<file path="src/rtl/exmem_pkg.sv">
// Shared types for the EX/MEM pipeline stage: the default-width bundle layout
// and the state encoding of the two-entry skid register.
package exmem_pkg;

    localparam int LANES_DEF  = 4;
    localparam int LANE_W_DEF = 12;
    localparam int DATA_W_DEF = LANES_DEF * LANE_W_DEF;
    localparam int REG_AW_DEF = 4;

    typedef struct packed {
        logic [DATA_W_DEF-1:0] a;
        logic [DATA_W_DEF-1:0] wd;
        logic [REG_AW_DEF-1:0] wa3;
        logic [LANES_DEF-1:0]  lane_mask;
        logic                  pcsrc;
        logic                  reg_write;
        logic                  mem_write;
        logic                  mem_to_reg;
    } exmem_bundle_t;

    typedef enum logic [1:0] {
        EMPTY,
        ONE,
        TWO
    } skid_state_t;

endpackage

</file>
<file path="src/rtl/pipe_skid_reg.sv">
// Generic valid/ready register with a two-entry skid buffer. The main entry
// drives the outputs; the skid entry absorbs one bundle while downstream stalls.
module pipe_skid_reg
    import exmem_pkg::*;
#(
    parameter int W = 8
) (
    input  logic         clk,
    input  logic         rst,
    input  logic         flush,
    input  logic         in_valid,
    output logic         in_ready,
    input  logic [W-1:0] in_data,
    output logic         out_valid,
    input  logic         out_ready,
    output logic [W-1:0] out_data
);

    skid_state_t  state;
    logic [W-1:0] main_q;
    logic [W-1:0] skid_q;
    logic         accept;
    logic         drain;

    // Handshake flags decode only the state register, so in_ready never
    // depends combinationally on out_ready.
    assign in_ready  = (state != TWO);
    assign out_valid = (state != EMPTY);
    assign out_data  = main_q;
    assign accept    = in_valid & in_ready;
    assign drain     = out_valid & out_ready;

    // NOTE: payload registers are reset along with the state so every output
    // reads 0 out of reset; all state here is updated with non-blocking <=.
    always_ff @(posedge clk or posedge rst) begin
        if (rst) begin
            state  <= EMPTY;
            main_q <= '0;
            skid_q <= '0;
        end else if (flush) begin
            state <= EMPTY;
        end else begin
            case (state)
                EMPTY: begin
                    if (accept) begin
                        main_q <= in_data;
                        state  <= ONE;
                    end
                end
                ONE: begin
                    if (accept && drain) begin
                        main_q <= in_data;
                    end else if (accept) begin
                        skid_q <= in_data;
                        state  <= TWO;
                    end else if (drain) begin
                        state <= EMPTY;
                    end
                end
                TWO: begin
                    if (drain) begin
                        main_q <= skid_q;
                        state  <= ONE;
                    end
                end
                default: state <= EMPTY;
            endcase
        end
    end

endmodule

</file>
<file path="src/rtl/exmem_pipe_stage.sv">
// EX/MEM pipeline stage: packs the Execute bundle into a skid register and
// squashes side-effecting control bits when the held bundle is not live.
module exmem_pipe_stage
    import exmem_pkg::*;
#(
    parameter  int LANES  = LANES_DEF,
    parameter  int LANE_W = LANE_W_DEF,
    parameter  int REG_AW = REG_AW_DEF,
    localparam int DATA_W = LANES * LANE_W
) (
    input  logic              clk,
    input  logic              rst,
    input  logic              in_valid,
    output logic              in_ready,
    input  logic [DATA_W-1:0] alu_result_e,
    input  logic [DATA_W-1:0] write_data_e,
    input  logic [REG_AW-1:0] wa3_e,
    input  logic [LANES-1:0]  lane_mask_e,
    input  logic              pcsrc_e,
    input  logic              reg_write_e,
    input  logic              mem_write_e,
    input  logic              mem_to_reg_e,
    input  logic              flush,
    output logic              out_valid,
    input  logic              out_ready,
    output logic [DATA_W-1:0] a_m,
    output logic [DATA_W-1:0] wd_m,
    output logic [REG_AW-1:0] wa3_m,
    output logic [LANES-1:0]  lane_mask_m,
    output logic              pcsrc_m,
    output logic              reg_write_m,
    output logic              mem_write_m,
    output logic              mem_to_reg_m
);

    typedef struct packed {
        logic [DATA_W-1:0] a;
        logic [DATA_W-1:0] wd;
        logic [REG_AW-1:0] wa3;
        logic [LANES-1:0]  lane_mask;
        logic              pcsrc;
        logic              reg_write;
        logic              mem_write;
        logic              mem_to_reg;
    } bundle_t;

    bundle_t in_b;
    bundle_t held;
    logic    mask_any;

    assign in_b = '{
        a:          alu_result_e,
        wd:         write_data_e,
        wa3:        wa3_e,
        lane_mask:  lane_mask_e,
        pcsrc:      pcsrc_e,
        reg_write:  reg_write_e,
        mem_write:  mem_write_e,
        mem_to_reg: mem_to_reg_e
    };

    pipe_skid_reg #(
        .W($bits(bundle_t))
    ) u_skid (
        .clk       (clk),
        .rst       (rst),
        .flush     (flush),
        .in_valid  (in_valid),
        .in_ready  (in_ready),
        .in_data   (in_b),
        .out_valid (out_valid),
        .out_ready (out_ready),
        .out_data  (held)
    );

    // A write with no enabled lane is a no-op for both memory and register file.
    assign mask_any     = |held.lane_mask;
    assign a_m          = held.a;
    assign wd_m         = held.wd;
    assign wa3_m        = held.wa3;
    assign lane_mask_m  = held.lane_mask;
    assign mem_to_reg_m = held.mem_to_reg;
    assign pcsrc_m      = out_valid & held.pcsrc;
    assign reg_write_m  = out_valid & held.reg_write & mask_any;
    assign mem_write_m  = out_valid & held.mem_write & mask_any;

endmodule

</file>
<file path="config.mk">
export PLATFORM = sky130hd
export DESIGN_NAME = exmem_pipe_stage
export DESIGN_NICKNAME = d
export VERILOG_FILES = /design/src/rtl/exmem_pkg.sv /design/src/rtl/pipe_skid_reg.sv /design/src/rtl/exmem_pipe_stage.sv
export SDC_FILE = /design/constraint.sdc
export NUM_CORES = 1
export LEC_CHECK = 0
export CORE_MARGIN = 2
export CORE_UTILIZATION = 50
export CTS_CLUSTER_SIZE = 12
export DETAILED_ROUTE_END_ITERATION = 8
export GPL_ROUTABILITY_DRIVEN = 0
export HOLD_SLACK_MARGIN = 0.03
export PLACE_DENSITY = 0.8
export SLEW_MARGIN = 20
export SYNTH_ARGS = -nofsm -noshare
export SYNTH_HDL_FRONTEND = slang
export SYNTH_HIERARCHICAL = 1
export SYNTH_SLANG_ARGS = --single-unit
</file>
<file path="constraint.sdc">
create_clock -name clk -period 10 [get_ports clk]
set_clock_uncertainty 0.1 [all_clocks]
set_input_delay 1.5 -clock clk [delete_from_list [all_inputs] [get_ports clk]]
set_output_delay 1.5 -clock clk [all_outputs]
set_load 0.005 [all_outputs]
</file>
==> flow_metrics.tcl <==
set metrics [dict create \
    outcome "finished, final reports clean" \
    synth_top_area_share_pct 58.0 \
    path_class "register to primary output" \
    nets 927 \
    ios 223 \
    relSlewSlack_pct 26.2 \
    ir_worst_vdd_uv 155 \
    portBuffers 222 \
    path_cells "nor2b_4, inv_2, clkdlybuf4s50_1" \
    start_util_pct 50.6 \
    rows 50 \
    synthCells 596 \
    setup_viol 0 \
    grt_pass1_vias 6344 \
    hold_path_depth 1 \
    via_per_inst 5.39 \
    leakagePower_nw 5.31 \
    worstHoldStart "u_skid/skid_q[12]" \
    start_kind "register" \
    avgRoutedWirePerCell_um 19.2 \
    cts_sinks 218 \
    cp_slowest_stage_delay_ps 630 \
    mostFrequentLayoutCells "324 x mux2_2, 222 x clkdlybuf4s50_1, 218 x dfrtp_1" \
    r2r_end "u_skid/skid_q[11]" \
    path_buf_inv 2 \
    seq_area_frac_synth_pct 58.0 \
    coreArea_mm2 0.0186 \
    drtIter0Drc 171 \
    rsz0062_at_grt "no" \
    cts_resized 0 \
    h-tree-depth 1 \
    finalHoldViolations 0 \
    min_to "u_skid/skid_q[12]" \
    worst_ep_required_time_ps 8400 \
    dieHeight_um 141 \
    clock.fmax_mhz 258 \
    syn_area_per_cell_um2 15.8 \
    cp-end-kind "primary output" \
    gr-total-overflow 0 \
    maxSlewViolCount 0 \
    cts-root-buf "clkbuf_16" \
    grt_max_degree 138 \
    dp_cells 1022 \
    cts_buffers 24 \
    postSynthRegisterBits 218 \
    hold_buffers 0 \
    period_minus_slack_ps 3870 \
    yosysWarnings 6 \
    cellPowerDensity_mw_per_mm2 212 \
    drtPass1Iterations 4 \
    critPathTopFamily "buffers and inverters" \
    cts_buffer_depth 3 \
    rr_startpoint "u_skid/state[1]" \
    n_antenna_cell 0 \
    drcViolationCount 0 \
    cp_max_fo 31 \
    r2r_setup_slack_ps 7310 \
    antenna_left 0 \
    holdWs_ps 398 \
    die_area_mm2 0.0199 \
    grt_pass1_wl_um 32800 \
    antenna_found_initial 0 \
    clk_pin_slew_ps 60 \
    post-cts-setup-buffers 0 \
    min_path_type "register to register" \
    worstMarginPinSlew_ps 1110 \
    synth_nets 709 \
    drive_gt1_share_pct 44.9 \
    ys_types 22 \
    dp_hpwl_um 13500 \
    final_common_cell "mux2_2" \
    drv_cap 0 \
    vias 5739 \
    clk-insertion-delay-late_ps 500 \
    place_area_mm2 0.0118 \
    wl_um 20400 \
    slowest_stage "clkdlybuf4s50_1" \
    finalCritPeriodShare_pct 38.7 \
    grt_usage_pct 20.4 \
    synthTopCellsByArea "dfrtp_1 58%, mux2_2 39%, buf_2 0.75%" \
    synth_top_area_cell "dfrtp_1" \
    reg2reg_depth 4 \
    cp.arrival_ps 2270 \
    area_delta_synth_final_pct 34.5 \
    fin_tns_setup_ps 0 \
    fin_cells 1064 \
    final_design_area_no_fill_mm2 0.0126 \
    dieWidth_um 141 \
    netlist_area_mm2 0.00940 \
    cts_tree "built" \
]
[flip-flops by register name, summed over array words and instances (netlist names)]
register / cells
u_skid/state: 2
u_skid/skid_q: 108
u_skid/out_data: 108
[cells in the mapped netlist]
cell type,number
a21oi_1,1
and2_1,1
and3_1,2
buf_2,14
buf_4,2
buf_6,1
clkbuf_1,18
dfrtp_1,218
inv_1,2
mux2_2,324
mux2i_1,1
nand2_1,2
nor2_1,1
nor2b_1,1
nor4b_1,1
o21ba_2,1
o31ai_1,1
o31ai_2,1
or2_2,1
or3b_2,1
or4_1,1
or4bb_1,1
[logic make-up after synthesis]
logic type | Yosys count | synth area share, %
AO/OA/AOI/OAI | 4 | 0.373
buffers and inverters | 37 | 1.82
flip-flops | 218 | 58.0
multiplexers | 325 | 38.9
AND/OR/NAND/NOR | 12 | 0.839
[report_power, final]
group	internal (mW)	total [mW]	switching (mW)	leakage, nW
Clock	0.548	0.885	0.337	0.398
Combinational	0.395	0.569	0.175	2.29
Sequential	1.10	1.22	0.118	2.62
[worst max path at each step]
stage                    endpoint             from  slack [ps]  cells after the start
6_report                 in_ready  u_skid/state[0]        6130                      3
5_1_grt                  in_ready  u_skid/state[0]        6000                      3
4_1_cts                  in_ready  u_skid/state[0]        6110                      3
3_5_place_dp    u_skid/skid_q[11]            flush        5820                      5
3_3_place_gp    u_skid/skid_q[26]            flush        5840                      5
2_1_floorplan  u_skid/out_data[0]              rst        2440                      1
[stage by stage]
| step | total power, mW | util (%) | setup slack, ps |
|---|---|---|---|
| 2_1_floorplan | 1.48 | - | 2440 |
| 3_3_place_gp | 1.77 | 63.6 | 5840 |
| 3_5_place_dp | 1.81 | 63.6 | 5820 |
| 4_1_cts | 2.71 | 68.0 | 6110 |
| 5_1_grt | 2.80 | 68.0 | 6000 |
| 6_report | 2.68 | 68.0 | 6130 |
[layer usage]
| metal | up-vias | track usage [%] | wire length, um |
|---|---|---|---|
| met1 | 2946 | 24.9 | 8000 |
| met2 | 162 | 36.1 | 10700 |
| met4 | 0 | 7.32 | 742 |
| met3 | 49 | 3.91 | 973 |
| met5 | - | 0 | 0 |
| li1 | 2582 | - | - |
[final cells by class]
type | count | area [um^2]
fillers | 1251 | 5940
flip-flops and latches | 218 | 5460
multi-input cells | 341 | 3800
repair buffers | 227 | 2270
clock buffers | 40 | 772
well taps | 234 | 293
clock inverters | 2 | 38.8
inverters | 2 | 15.0
Note: power is estimated with default switching activity, not from simulation.
